[config.mk]
export PLATFORM = sky130hd
export DESIGN_NAME = u109_pci_tack_sequencer
export DESIGN_NICKNAME = d
export VERILOG_FILES = /design/src/rtl/u109_pkg.sv /design/src/rtl/u109_watchdog.sv /design/src/rtl/u109_pci_tack_sequencer.sv
export SDC_FILE = /design/constraint.sdc
export NUM_CORES = 1
export LEC_CHECK = 0
export CORE_MARGIN = 10
export CORE_UTILIZATION = 50
export CTS_BUF_LIST = sky130_fd_sc_hd__clkbuf_8
export CTS_CLUSTER_SIZE = 16
export DETAILED_ROUTE_END_ITERATION = 8
export PLACE_DENSITY = 0.9
export SLEW_MARGIN = 20
export SYNTH_ARGS = -nofsm -noshare
export SYNTH_HDL_FRONTEND = slang
export SYNTH_SLANG_ARGS = --single-unit
export TNS_END_PERCENT = 30
[constraint.sdc]
create_clock -name CLK40 -period 1.9 [get_ports CLK40]
set_input_delay 0.475 -clock CLK40 [delete_from_list [all_inputs] [get_ports CLK40]]
set_output_delay 0.475 -clock CLK40 [all_outputs]
set_load 0.05 [all_outputs]
[src/rtl/u109_pkg.sv]
// Shared constants for the U109 68040-to-PCI transfer sequencer.
package u109_pkg;

  localparam logic [2:0] ST_IDLE   = 3'd0;
  localparam logic [2:0] ST_REQ    = 3'd1;
  localparam logic [2:0] ST_FIRST  = 3'd2;
  localparam logic [2:0] ST_BEATS  = 3'd3;
  localparam logic [2:0] ST_RECOV  = 3'd4;
  localparam logic [2:0] ST_UNWIND = 3'd5;

  localparam logic [1:0] SIZ_LINE = 2'b11;

  localparam int unsigned RECOV_CYCLES = 2;

endpackage

[src/rtl/u109_watchdog.sv]
// Saturating no-progress counter; expired is registered and asserts once the count reaches TIMEOUT.
module u109_watchdog
  import u109_pkg::*;
#(
  parameter int unsigned TMO_W   = 8,
  parameter int unsigned TIMEOUT = 255
) (
  input  logic clk,
  input  logic reset,
  input  logic clr,
  input  logic en,
  output logic expired
);

  logic [TMO_W-1:0] cnt_q;
  logic [TMO_W-1:0] cnt_d;

  always_comb begin
    cnt_d = cnt_q;
    if (clr) begin
      cnt_d = '0;
    end else if (en && (cnt_q != TMO_W'(TIMEOUT))) begin
      cnt_d = cnt_q + TMO_W'(1);
    end
  end

  always_ff @(posedge clk) begin
    if (reset) begin
      cnt_q   <= '0;
      expired <= 1'b0;
    end else begin
      cnt_q   <= cnt_d;
      expired <= (cnt_d == TMO_W'(TIMEOUT));
    end
  end

endmodule

[src/rtl/u109_pci_tack_sequencer.sv]
// Sequences a 68040-to-PCI transfer and turns PCI per-word data events into the
// PCI_TACK / ready strobes consumed by the falling-edge cycle-termination block.
module u109_pci_tack_sequencer
  import u109_pkg::*;
#(
  parameter int unsigned BEATS   = 4,
  parameter int unsigned TIMEOUT = 255,
  parameter int unsigned TMO_W   = 8
) (
  input  logic                       CLK40,
  input  logic                       RESET,
  input  logic                       TS,
  input  logic                       RnW,
  input  logic [1:0]                 SIZ,
  input  logic                       PCI_HIT,
  input  logic                       PCI_GNT,
  input  logic                       PCI_DATA_VLD,
  input  logic                       PCI_DATA_TAKEN,
  input  logic                       PCI_ABORT,
  output logic                       PCI_REQ,
  output logic                       PCI_TACK,
  output logic                       BURST,
  output logic                       rd_ready,
  output logic                       wr_ready,
  output logic [$clog2(BEATS)-1:0]   BEAT,
  output logic                       BUSY,
  output logic                       BUS_ERR
);

  localparam int unsigned BW   = $clog2(BEATS);
  localparam int unsigned RC_W = $clog2(RECOV_CYCLES);

  logic [2:0]      state_q, state_d;
  logic            rnw_q, rnw_d;
  logic            lburst_q, lburst_d;
  logic [RC_W-1:0] rcnt_q, rcnt_d;

  logic          req_d, tack_d, burst_d, rd_d, wr_d, busy_d, err_d;
  logic [BW-1:0] beat_d;

  logic          dev_c;
  logic          fault_c;
  logic          last_c;
  logic [BW-1:0] beat_inc_c;
  logic          wd_clr_c;
  logic          wd_en_c;
  logic          wd_expired;

  // Only the strobe matching the latched direction counts as progress.
  assign dev_c      = rnw_q ? PCI_DATA_VLD : PCI_DATA_TAKEN;
  assign fault_c    = wd_expired | PCI_ABORT;
  assign beat_inc_c = BEAT + BW'(1);
  assign last_c     = (beat_inc_c == BW'(BEATS - 1));

  u109_watchdog #(
    .TMO_W   (TMO_W),
    .TIMEOUT (TIMEOUT)
  ) u_watchdog (
    .clk     (CLK40),
    .reset   (RESET),
    .clr     (wd_clr_c),
    .en      (wd_en_c),
    .expired (wd_expired)
  );

  always_comb begin
    state_d  = state_q;
    rnw_d    = rnw_q;
    lburst_d = lburst_q;
    rcnt_d   = rcnt_q;
    req_d    = PCI_REQ;
    tack_d   = 1'b0;
    burst_d  = BURST;
    rd_d     = 1'b0;
    wr_d     = 1'b0;
    beat_d   = BEAT;
    busy_d   = BUSY;
    err_d    = 1'b0;
    wd_clr_c = 1'b0;
    wd_en_c  = 1'b0;

    case (state_q)
      ST_IDLE: begin
        if (TS && PCI_HIT) begin
          rnw_d    = RnW;
          lburst_d = (SIZ == SIZ_LINE);
          req_d    = 1'b1;
          busy_d   = 1'b1;
          state_d  = ST_REQ;
        end
      end
      ST_REQ: begin
        wd_en_c = 1'b1;
        if (fault_c) begin
          err_d   = 1'b1;
          req_d   = 1'b0;
          busy_d  = 1'b0;
          state_d = ST_IDLE;
        end else if (PCI_GNT) begin
          state_d = ST_FIRST;
        end
      end
      ST_FIRST: begin
        wd_en_c = 1'b1;
        if (dev_c) begin
          wd_clr_c = 1'b1;
          tack_d   = 1'b1;
          burst_d  = lburst_q;
          beat_d   = '0;
          if (lburst_q) begin
            state_d = ST_BEATS;
          end else begin
            req_d   = 1'b0;
            rcnt_d  = '0;
            state_d = ST_RECOV;
          end
        end else if (fault_c) begin
          // Termination block never started, so no recovery phase is needed.
          err_d   = 1'b1;
          req_d   = 1'b0;
          busy_d  = 1'b0;
          state_d = ST_IDLE;
        end
      end
      ST_BEATS: begin
        wd_en_c = 1'b1;
        if (dev_c) begin
          wd_clr_c = 1'b1;
          rd_d     = rnw_q;
          wr_d     = ~rnw_q;
          beat_d   = beat_inc_c;
          if (last_c) begin
            req_d   = 1'b0;
            rcnt_d  = '0;
            state_d = ST_RECOV;
          end
        end else if (fault_c) begin
          err_d   = 1'b1;
          req_d   = 1'b0;
          state_d = ST_UNWIND;
        end
      end
      ST_UNWIND: begin
        // Alternate high/low so the termination block sees each beat as distinct.
        if (!(rd_ready || wr_ready)) begin
          rd_d   = rnw_q;
          wr_d   = ~rnw_q;
          beat_d = beat_inc_c;
          if (last_c) begin
            rcnt_d  = '0;
            state_d = ST_RECOV;
          end
        end
      end
      ST_RECOV: begin
        if (rcnt_q == RC_W'(RECOV_CYCLES - 1)) begin
          burst_d = 1'b0;
          busy_d  = 1'b0;
          beat_d  = '0;
          state_d = ST_IDLE;
        end else begin
          rcnt_d = rcnt_q + RC_W'(1);
        end
      end
      default: begin
        state_d = ST_IDLE;
      end
    endcase

    if (state_d != state_q) begin
      wd_clr_c = 1'b1;
    end
  end

  always_ff @(posedge CLK40) begin
    if (RESET) begin
      state_q  <= ST_IDLE;
      rnw_q    <= 1'b0;
      lburst_q <= 1'b0;
      rcnt_q   <= '0;
      PCI_REQ  <= 1'b0;
      PCI_TACK <= 1'b0;
      BURST    <= 1'b0;
      rd_ready <= 1'b0;
      wr_ready <= 1'b0;
      BEAT     <= '0;
      BUSY     <= 1'b0;
      BUS_ERR  <= 1'b0;
    end else begin
      state_q  <= state_d;
      rnw_q    <= rnw_d;
      lburst_q <= lburst_d;
      rcnt_q   <= rcnt_d;
      PCI_REQ  <= req_d;
      PCI_TACK <= tack_d;
      BURST    <= burst_d;
      rd_ready <= rd_d;
      wr_ready <= wr_d;
      BEAT     <= beat_d;
      BUSY     <= busy_d;
      BUS_ERR  <= err_d;
    end
  end

endmodule

==> metrics.txt <==
GP Congestion 0.911; ys async rst share 0%; Clock Tree Buf Depth 2; status finished with violations; share of the synthesized area in the top cell type a little over a third; vias between 1,500 and 2,000; PwrDens ~660 nW/um^2; HPWL Detailed 2720 um; Syn Inst Count 160; Root Driver clkbuf_8; Critical Path RT approximately 2.1 ns; final wirelength around 4400 um; Worst Tran Pin Value 0.411 ns; worst reg2reg setup slack -0.01 ns; #FFs+latches synth 24; antenna cell count 0; vias in the first global route 1,535; Yosys cell types 45; clk_skew around 0.0084 ns; violated checks negative setup slack; crit path capture type register; CTS tree built; Initial Util approximately 53%; Pleak ~0.74 nW; TritonRoute pass-1 iters 5; clock slew at reported path FFs around 0.10 ns; max FFs per register 8; cell accounting for the most synthesized area dfxtp_1; fin crit share 101%; antenna-violating nets left 0; initial antenna violation count 0; RSZ-0062 raised after global routing true; post-route setup slack -0.0283 ns; Fill cells roughly 150; Max Cap Violations 0; area grow syn2layout 40.4%; CTS sink count 24; first-pass GRT wire length roughly 7200 um; Avg Inst Size Synth between 8 and 9 um^2; Crit Path Category in -> reg; Hold Vio Cnt, Final 0; Post-synth EDFFs 0; setup TNS -0.0296 ns; Die Width ~70 um; Most flops, register u_watchdog.cnt_q; Largest regs u_watchdog.cnt_q (8), state_q (3), BEAT (2); sequential fraction of the synthesis area a little over a third; largest cells by area after synthesis dfxtp_1 (36%), nor2_1 (7.0%), mux2i_1 (4.5%); max-slew violations 0; gr usage total around 17%; Skew-Pair Late Insertion Delay ~0.28 ns; TritonCTS Buffers 3; min-delay worst type reg -> reg; Reg2Reg Depth 7; Worst setup SP type primary input; critical path arrival about 2.1 ns; H-tree Lvls 1; dpl ws -0.540 ns; Cell Area, Synth ~1300 um^2; syn_nets 173; # nets final approximately 220; Top Ports 20; PortBufs 19; commonest cells in the netlist nor2_1 (25), dfxtp_1 (24), nand2_1 (13); Ys Warns 0; DR iter-0 viols roughly 220; Via density 6.36; CORE AREA 2520 um^2; count leader, synth nor2_1; # DRC 0; Die Area 5140 um^2; share of post-route cells with drive strength above 1 31.4%; commonest register cell after synthesis dfxtp_1; CP max FO 4; final setup fails 2; Hold Path Depth 2; WL/cell about 18 um; # rows 18; grt ovf 0; die height between 70 and 80 um; largest net degree at the start of global routing 22; Slew HR a little over 70%; post-route minimum period just under 2 ns; Max VDD drop 0.493 mV; FMAX around 0.52 GHz
[stage by stage]
step / power [W] / cells / hold slack (ns) / util, % / cell area [um^2]
global route: 0.00127 / 240 / 0.553 / 74.4 / 1880
finish: 0.00124 / 240 / 0.515 / 74.4 / 1880
floorplan: 0.000655 / 160 / 0.484 / - / 1340
CTS: 0.00122 / 240 / 0.515 / 73.6 / 1860
global placement: 0.000736 / 230 / 0.468 / 68.6 / 1730
detailed placement: 0.000745 / 230 / 0.486 / 68.6 / 1730
[report_power, final]
group / switching, W / internal [W]
Sequential: 0.00000878 / 0.000515
Clock: 0.000183 / 0.000282
Combinational: 0.000133 / 0.000113
Total: 0.000325 / 0.000910
[cell families after synthesis]
logic type | share of synthesized area, %
simple gates | 31.3
fa+ha+maj | 1.87
compound gates | 20.3
mux | 5.34
flops | 36.0
xor+xnor | 2.62
buf+inv | 2.62
[placed cells by master (no fill, tap or decap), types with 3 or more instances in the layout]
master	instances
xor2_1	4
clkdlybuf4s50_1	7
a22oi_1	3
and2_1	3
buf_4	42
nand3b_1	3
nand2_1	13
dfxtp_1	21
nor2b_1	3
mux2i_1	6
nor3_1	5
dfxtp_2	3
nor2_1	24
o21ai_0	5
nand3_1	6
a31oi_1	3
o21ai_1	4
a21oi_1	10
clkbuf_8	3
[layout make-up]
cell class                      instances  area, um^2  area share, %
Clock inverter                          1        30.0           1.60
Inverter                                2        7.51          0.400
Clock buffer                            3        41.3           2.20
Timing Repair Buffer                   52         408           21.7
Tap cell                               30        37.5           2.00
Sequential cell                        24         484           25.8
Multi-Input combinational cell        128         867           46.2
[worst max-delay path, stage by stage]
cell and delay [ns]:
dlygate4sd2_1 0.25, mux2_4 0.31, buf_4 0.16, nor2_1 0.10, a21oi_1 0.07, o21ai_1 0.34, nand3_4 0.16, nor4_4 0.27
[final timing paths]
check / startpoint / to
max reg2reg: state_q[2] / u_watchdog.expired
min: BUSY / BUSY
min reg2reg: BUSY / BUSY
max: PCI_DATA_TAKEN / u_watchdog.expired
[per-layer routing]
metal	vias up	global-route usage [%]	wire (um)
met2	108	27.0	2010
li1	687	-	-
met3	31	6.06	469
met5	-	0	0
met4	0	7.96	213
met1	700	18.7	1690
[what timing repair did]
action | CTS | global route
hold buffers | 0 | 0
setup endpoints to repair | 10 | 11
pin swaps | 11 | 3
gates cloned | 1 | 0
setup buffers | 5 | 0
endpoints found under the hold margin | 0 | 0
resized for setup | 11 | 5
(Power assumes the default switching activity.)
